<file path="src/rtl/pipe_hazard_ctrl.sv">
// Pipeline hazard controller for the 5-stage core: RAW stalls, branch flushes,
// data-memory wait-state freezes and saturating stall/flush event counters.
module pipe_hazard_ctrl #(
  parameter int MEM_WAIT = 4,
  parameter int FWD_EN   = 0,
  parameter int CNT_W    = 16
) (
  input  logic             clk,
  input  logic             rst,
  input  logic [3:0]       src1,
  input  logic [3:0]       src2,
  input  logic             twoSrc,
  input  logic [3:0]       exDest,
  input  logic             exWbEn,
  input  logic             exMemRead,
  input  logic [3:0]       memDest,
  input  logic             memWbEn,
  input  logic             memAccess,
  input  logic             branchTaken,
  input  logic             cntClr,
  output logic             hazard,
  output logic             freezePc,
  output logic             freezeIfId,
  output logic             flushIfId,
  output logic             flushIdEx,
  output logic             freezeAll,
  output logic [CNT_W-1:0] stallCnt,
  output logic [CNT_W-1:0] flushCnt
);

  typedef enum logic [1:0] {
    S_IDLE,
    S_WAIT,
    S_DONE
  } state_t;

  localparam bit         HAS_WAIT = (MEM_WAIT > 1);
  localparam logic [3:0] WAIT_LD  = 4'(MEM_WAIT - 2);

  state_t     state;
  logic [3:0] wait_cnt;
  logic       ex_hit;
  logic       mem_hit;
  logic       raw_haz;
  logic       mem_freeze;

  // A 2-cycle latency needs only the single IDLE freeze cycle, so it skips WAIT;
  // otherwise WAIT lasts exactly WAIT_LD cycles, for MEM_WAIT-1 frozen cycles in all.
  always_ff @(posedge clk or negedge rst) begin
    if (!rst) begin
      state    <= S_IDLE;
      wait_cnt <= '0;
    end else begin
      case (state)
        S_IDLE: begin
          if (memAccess && HAS_WAIT) begin
            wait_cnt <= WAIT_LD;
            state    <= (WAIT_LD == 4'd0) ? S_DONE : S_WAIT;
          end
        end
        S_WAIT: begin
          wait_cnt <= wait_cnt - 4'd1;
          if (wait_cnt <= 4'd1) state <= S_DONE;
        end
        S_DONE:  state <= S_IDLE;
        default: state <= S_IDLE;
      endcase
    end
  end

  assign ex_hit  = exWbEn  & ((src1 == exDest)  | (twoSrc & (src2 == exDest)));
  assign mem_hit = memWbEn & ((src1 == memDest) | (twoSrc & (src2 == memDest)));
  assign raw_haz = (FWD_EN != 0) ? (ex_hit & exMemRead) : (ex_hit | mem_hit);

  assign mem_freeze = (state == S_WAIT) |
                      ((state == S_IDLE) & memAccess & HAS_WAIT);

  // Gated by rst so every control reads 0 while reset is held, even with an access pending.
  always_comb begin
    hazard     = 1'b0;
    freezePc   = 1'b0;
    freezeIfId = 1'b0;
    flushIfId  = 1'b0;
    flushIdEx  = 1'b0;
    freezeAll  = 1'b0;
    if (rst) begin
      if (mem_freeze) begin
        freezeAll = 1'b1;
      end else if (branchTaken) begin
        flushIfId = 1'b1;
        flushIdEx = 1'b1;
      end else if (raw_haz) begin
        hazard     = 1'b1;
        freezePc   = 1'b1;
        freezeIfId = 1'b1;
      end
    end
  end

  always_ff @(posedge clk or negedge rst) begin
    if (!rst) begin
      stallCnt <= '0;
      flushCnt <= '0;
    end else if (cntClr) begin
      stallCnt <= '0;
      flushCnt <= '0;
    end else begin
      if (freezePc && (stallCnt != '1)) stallCnt <= stallCnt + 1'b1;
      if (flushIfId && (flushCnt != '1)) flushCnt <= flushCnt + 1'b1;
    end
  end

endmodule

</file>
<file path="config.mk">
export PLATFORM = sky130hd
export DESIGN_NAME = pipe_hazard_ctrl
export DESIGN_NICKNAME = d
export VERILOG_FILES = /design/src/rtl/pipe_hazard_ctrl.sv
export SDC_FILE = /design/constraint.sdc
export NUM_CORES = 1
export LEC_CHECK = 0
export ABC_AREA = 1
export ABC_CLOCK_PERIOD_IN_PS = 1700
export CORE_MARGIN = 5
export CORE_UTILIZATION = 47
export CTS_BUF_LIST = sky130_fd_sc_hd__clkbuf_8
export CTS_CLUSTER_DIAMETER = 150
export DETAILED_ROUTE_END_ITERATION = 7
export PLACE_DENSITY_LB_ADDON = 0.08
export SLEW_MARGIN = 5
export SYNTH_ARGS = -nofsm -noshare
export SYNTH_HDL_FRONTEND = slang
export SYNTH_SLANG_ARGS = --single-unit
export TNS_END_PERCENT = 10
</file>
<file path="constraint.sdc">
create_clock -name clk -period 1.7 [get_ports clk]
set_clock_uncertainty 0.2 [all_clocks]
set_input_delay 0.34 -clock clk [delete_from_list [all_inputs] [get_ports clk]]
set_output_delay 0.34 -clock clk [all_outputs]
set_load 0.02 [all_outputs]
</file>
==> out/results.ini, run 1 <==
[outcome]
run_status=finished, violations left
violations=setup timing

[cts]
root_buffer=clkbuf_8
htreeDepth=2
clk_pin_slew_ns=0.08
clock_latency_ns=0.29
cts.sinks=38
cts_buffers=5
cts_tree=yes
cts_buffer_depth=2

[synthesis]
synth_area_leader_cell=dfrtp_1
synth_commonest_cells=109 x nand2_1, 52 x nor2_1, 48 x inv_1, 38 x dfrtp_1, 34 x nand3_1
synth_warnings=0
async_reset_ff_share_pct=100
synth_most_common_cell=nand2_1
ys_seq_area_share_pct=36.7
synth_area_leaders=dfrtp_1 37%, nand2_1 16%, nor2_1 7.5%
synth-seq-cells=38
synth_ff_type=dfrtp_1
synth.net_count=410
synth_cell_types=30
synthCells=381
synth_edf_count=0
post-synth-top-area-fraction_pct=36.7
syn_area_um2=2590
postSynthAreaPerCell_um2=6.79

[placed_design]
placed_cell_area_um2=3650
finalWeightedCongestion=0.899
io_buffers=61
place_ws_ns=-0.984
dp_cells=555
dp_hpwl_um=5480

[power]
p_leak_nw=2.07
powerDensity_nw_per_um2=827
ir_drop_mv=0.697

[sta]
timing.final.crit_period_ns=1.95
worst_pin_slew_ns=0.415
whs_ns=0.362
max_freq_ghz=0.513
worst_slack_ns=-0.250
period_share_pct=115
slew-limit-headroom_pct=72.2
slew_violations=0
rsz0062_at_grt=yes
hold_viol=0
setup_viol=35

[worst_setup_path]
cp.depth=9
r2r_start=state[0]$_DFFE_PN0P_
timing.critical_path.from=state[1]$_DFFE_PN0P_
critPathCaptureType=output pin
criticalPathCategory=reg2out
crit_path_start_kind=flip-flop
cp_max_fo=3
crit_required_ns=1.16
slowest_stage=dfrtp_1
crit_buf_inv=4
slowest_delay_ns=0.41
cp_top_family=simple AND/OR/NAND/NOR gates
cp_data_arrival_time_ns=1.41
path_cells=nor2_1 -> nand2_2 -> nand2_4 -> inv_4 -> nand3_2 -> inv_2 -> nand2_2 -> inv_2 -> buf_6
reg2regPathDepth=10

[route]
detail_route.wl_per_cell_um=13.2
antenna_left=0
first_pass_iters=4
vias=2850
drc=0
wl_um=7590
via_per_inst=4.95
drt_iter0_drc=92

[worst_hold_path]
hold_path.class=reg2reg
hold_path_startpoint=flushCnt[7]$_DFFE_PN0P_
hold_depth=2

[global_routing]
grtUsageMet2_pct=38.6
met3_usage_pct=3.73
busiest_layer=met2
grt-ovfl-total=0
grt_pass1_vias=2928
grt_pass1_wl_um=12900
grt.total_usage_pct=21.9
antenna_found_initial=0
grt_max_degree=27
use_met1_pct=27.1

[floorplanning]
rows=27
die_w_um=84.2
boundaryPins=63
dieHeight_um=84.2
dieArea_um2=7090
floorplan.initialDensity_pct=47.6
core-area_um2=5440

[layout]
design_area_um2=4010
antenna_cells=0
nFillCells=418
postLayoutCoreUtil_pct=73.8
layout.cells.non_filler=576
nNetsFinal=532
syn_to_final_growth_pct=55.0
drive_gt1_share_pct=28.6

[flow_run]
max_cap_violations=0

## per-layer routing
layer	routed length [um]	share of wire (%)	vias up
met5	0	0	-
met2	3840	51	90
met3	402	5.3	15
li1	-	-	1440
met1	3190	42	1305
met4	156	2.1	0
## worst paths after layout
path / endpoint / slack, ns
max: hazard / -0.25
min: flushCnt[7]$_DFFE_PN0P_ / 0.36
max reg2reg: flushCnt[14]$_DFFE_PN0P_ / -0.16
min reg2reg: flushCnt[7]$_DFFE_PN0P_ / 0.36
max in group asynchronous: flushCnt[1]$_DFFE_PN0P_ / 0.53
min in group asynchronous: stallCnt[10]$_DFFE_PN0P_ / 0.42
## state kept, by name, indices dropped and copies added, names as in the netlist
| register | count |
|---|---|
| stallCnt | 16 |
| flushCnt | 16 |
| state | 2 |
| wait_cnt | 4 |
## tightest hold or removal path, stage by stage, from the launching register on
cell,delay (ns)
dfrtp_1,0.34
buf_4,0.12
a21oi_1,0.06
## metrics by stage
step | setup TNS, ns | power (mW)
finish | -4.31 | 3.32
global route | -7.95 | 3.52
CTS | -3.97 | 3.22
detailed placement | -21.23 | 2.04
global placement | -21.37 | 2.01
floorplan | -4.50 | 1.56
## report_power, final
group,total (mW),leakage (nW),switching (mW),internal [mW]
Clock,0.957,0.0714,0.330,0.626
Combinational,1.30,1.49,0.648,0.647
Sequential,1.07,0.511,0.0696,0.996
## cell families (layout without fill, tap and decap cells)
kind of cell / after synthesis / after routing / share of synthesized area (%)
AO/OA/AOI/OAI: 31 / 31 / 6.43
XOR/XNOR: 20 / 20 / 6.77
adder cells (fa/ha/maj): 4 / 4 / 1.93
buffers and inverters: 61 / 183 / 9.76
flip-flops: 38 / 38 / 36.7
AND/OR/NAND/NOR: 227 / 228 / 38.4
## cell type report
class / count / area (um^2) / share of cell area, %
Clock buffer: 6 / 82.6 / 2.06
Clock inverter: 2 / 60.1 / 1.50
Inverter: 50 / 195 / 4.87
Multi-Input combinational cell: 283 / 1580 / 39.4
Sequential cell: 38 / 957 / 23.9
Tap cell: 72 / 90.1 / 2.25
Timing Repair Buffer: 125 / 1040 / 26.0
## timing repair
action | 4_1_cts | 5_1_grt
hold buffers | 1 | 0
cloned | 1 | 0
setup endpoints to repair | 70 | 45
pin swaps | 20 | 14
hold endpoints to repair | 38 | 0
resized for setup | 143 | 39
buffers inserted | 9 | 2
## cell usage in the layout (no fill, tap or decap), drive strengths merged
cell           instances
a21oi                  7
a22oi                  1
buf                   70
bufinv                 2
clkbuf                15
clkdlybuf4s15         15
clkdlybuf4s50          5
dfrtp                 38
dlygate4sd2           25
dlygate4sd3            1
ha                     4
inv                   50
nand2                113
nand3                 37
nand3b                 1
nand4                  4
nor2                  56
nor3                  14
nor3b                  3
o211ai                 1
o21ai                 19
o22ai                  1
o31ai                  2
xnor2                  4
xor2                  16
Note: power is estimated with default switching activity, not from simulation.
==> inputs of run 2 (changes only) <==
ABC_CLOCK_PERIOD_IN_PS = 2500   (was 1700)
CORE_UTILIZATION = 55   (was 47)
MAX_ROUTING_LAYER = met4   (was not set)
clock period = 2.5 ns   (was 1.7 ns; I/O delays follow)
==> run 2 against run 1 <==
  * Via count down 8.0%
  * Combinational power is 57% lower
  * Register-to-register slack better by 0.52 ns
  * Sequential share of layout area rose by 3.6 points
  * Sequential cell count unchanged
  * Cell count fell by 11%
  * Wire length down 18%
  * Die area fell by 13%
  * The run now ends clean
  * First-iteration DRC count increased by 62%
==> out/results.ini, run 2 (synthesis results as in run 1) <==
[cts]
cts_tree=yes  ; unchanged
htreeDepth=2  ; unchanged
clock_latency_ns=0.29  ; about the same
cts_buffer_depth=2  ; unchanged
postCtsSetupBuffers=0  ; was 9
cts.sinks=38  ; unchanged
root_buffer=clkbuf_8  ; unchanged
clk_pin_slew_ns=0.07  ; was 0.08 ns
cts_buffers=5  ; unchanged

[outcome]
run_status=completed  ; was finished, violations left

[layout]
antenna_cells=0  ; unchanged
final_cell_mix=107 x nand2_1, 51 x nor2_1, 47 x inv_1  ; was 104 x nand2_1, 60 x buf_4, 46 x nor2_1
nNetsFinal=484  ; was 532
reg_top3=flushCnt x16, stallCnt x16, wait_cnt x4  ; unchanged
drive_gt1_share_pct=10.3  ; was 28.6%
final_common_cell=nand2_1  ; unchanged
syn_to_final_growth_pct=33.7  ; was 55.0%
nFillCells=393  ; was 418

[worst_setup_path]
path_cells=clkdlybuf4s50_1 -> nand2_1 -> nand2_1 -> inv_1 -> buf_4 -> nor2_1 -> clkdlybuf4s15_1  ; was nor2_1 -> nand2_2 -> nand2_4 -> inv_4 -> nand3_2 -> inv_2 -> nand2_2 -> inv_2 -> buf_6
crit_top_cell=nand2_1
criticalPathCategory=in2out  ; was reg2out
crit_path_start_kind=input pin  ; was flip-flop
critPathCaptureType=output pin  ; unchanged
timing.critical_path.from=memAccess  ; was state[1]$_DFFE_PN0P_
slowest_stage=clkdlybuf4s50_1  ; was dfrtp_1
r2r_start=flushCnt[0]$_DFFE_PN0P_  ; was state[0]$_DFFE_PN0P_
cp_top_family=buffers and inverters  ; was simple AND/OR/NAND/NOR gates
cp_max_fo=2  ; was 3
crit_buf_inv=4  ; unchanged
crit_required_ns=1.80  ; was 1.16 ns
slowest_delay_ns=0.46  ; was 0.41 ns
cp_data_arrival_time_ns=1.69  ; was 1.41 ns

[sta]
whs_ns=0.0792  ; was 0.362 ns
tns_ns=0  ; was -4.31 ns
period_share_pct=95.6
max_freq_ghz=0.418
setup_viol=0  ; was 35
slew-limit-headroom_pct=72.2  ; about the same
hold_viol=0  ; unchanged
worst_slack_ns=0.109  ; was -0.250 ns
worst_pin_slew_ns=0.414  ; was 0.415 ns
rsz0062_at_grt=no  ; was yes
slew_violations=0  ; unchanged
timing.final.crit_period_ns=2.39

[global_routing]
antenna_found_initial=0  ; unchanged
grt.total_usage_pct=21.8  ; was 21.9%
grt_pass1_wl_um=10700  ; was 12900 um
grt_pass1_vias=2486  ; was 2928
grt-ovfl-total=0  ; unchanged
grt_max_degree=28  ; was 27

[floorplanning]
rows=25  ; was 27
dieArea_um2=6180  ; was 7090 um^2
dieHeight_um=78.6  ; was 84.2 um
boundaryPins=63  ; unchanged
floorplan.initialDensity_pct=55.5  ; was 47.6%
die_w_um=78.6  ; was 84.2 um
core-area_um2=4660  ; was 5440 um^2

[power]
ir_drop_mv=0.293  ; was 0.697 mV
p_leak_nw=1.79  ; was 2.07 nW
p_total_mw=1.71  ; was 3.32 mW
powerDensity_nw_per_um2=493  ; was 827 nW/um^2

[route]
via_per_inst=5.14  ; was 4.95
wl_um=6230  ; was 7590 um
first_pass_iters=4  ; unchanged
drt_iter0_drc=149  ; was 92
detail_route.wl_per_cell_um=12.2  ; was 13.2 um
drc=0  ; unchanged
vias=2621  ; was 2850
antenna_left=0  ; unchanged

[worst_hold_path]
hold_path.class=in2async  ; was reg2reg

[placed_design]
place_ws_ns=-0.493  ; was -0.984 ns
io_buffers=61  ; unchanged
finalWeightedCongestion=0.938  ; was 0.899
dp_hpwl_um=4710  ; was 5480 um

[flow_run]
max_cap_violations=0  ; unchanged

==> run 2: cell type report <==
class / count / area [um^2] / share of cell area (%)
multi-input combinational: 282 / 1390 / 40.2
sequential: 38 / 951 / 27.5
timing repair buffer: 78 / 772 / 22.3
inverter: 50 / 188 / 5.42
clock buffer: 6 / 82.6 / 2.39
tap: 54 / 67.6 / 1.95
clock inverter: 2 / 8.76 / 0.253
==> run 2: timing repair <==
item                                   CTS  global route
endpoints found under the hold margin    5             0
resized for setup                        6            42
hold buffers                             1             0
pin swaps                                0             5
setup endpoints to repair                6             6
==> run 2: per-stage QoR <==
stage,instances,util [%],cell area (um^2)
finish,510,74.3,3460
global route,510,74.3,3460
CTS,510,73.2,3410
detailed placement,501,71.2,3320
global placement,501,71.2,3320
floorplan,381,-,2590
==> run 2: power breakdown <==
| group | internal [mW] | switching (mW) |
|---|---|---|
| combinational | 0.248 | 0.313 |
| clock | 0.218 | 0.210 |
| sequential | 0.675 | 0.0435 |
==> run 2: worst paths after layout <==
kind	endpoint	slack [ns]	cells past startpoint
worst max-delay path	freezeAll	0.11	7
worst min-delay path	wait_cnt[1]$_DFFE_PN0P_	0.08	2
worst max register to register	flushCnt[13]$_DFFE_PN0P_	0.36	8
worst min register to register	flushCnt[7]$_DFFE_PN0P_	0.32	1
max in group asynchronous	stallCnt[15]$_DFFE_PN0P_	1.36	3
min in group clk	flushCnt[7]$_DFFE_PN0P_	0.32	1
==> run 2: routing by layer <==
layer / vias up / GRT usage (%) / part of all wire [%]
met2: 66 / 37.9 / 51
met3: 7 / 3.56 / 4.7
met4: 0 / 5.24 / 0.95
met1: 1208 / 26.4 / 44
li1: 1340 / - / -
met5: - / - / 0
==> inputs of run 3 (changes only) <==
SLEW_MARGIN = 15   (was 5)
==> results of run 3 <==
Final layout, timing and power as in run 2 (identical DEF).
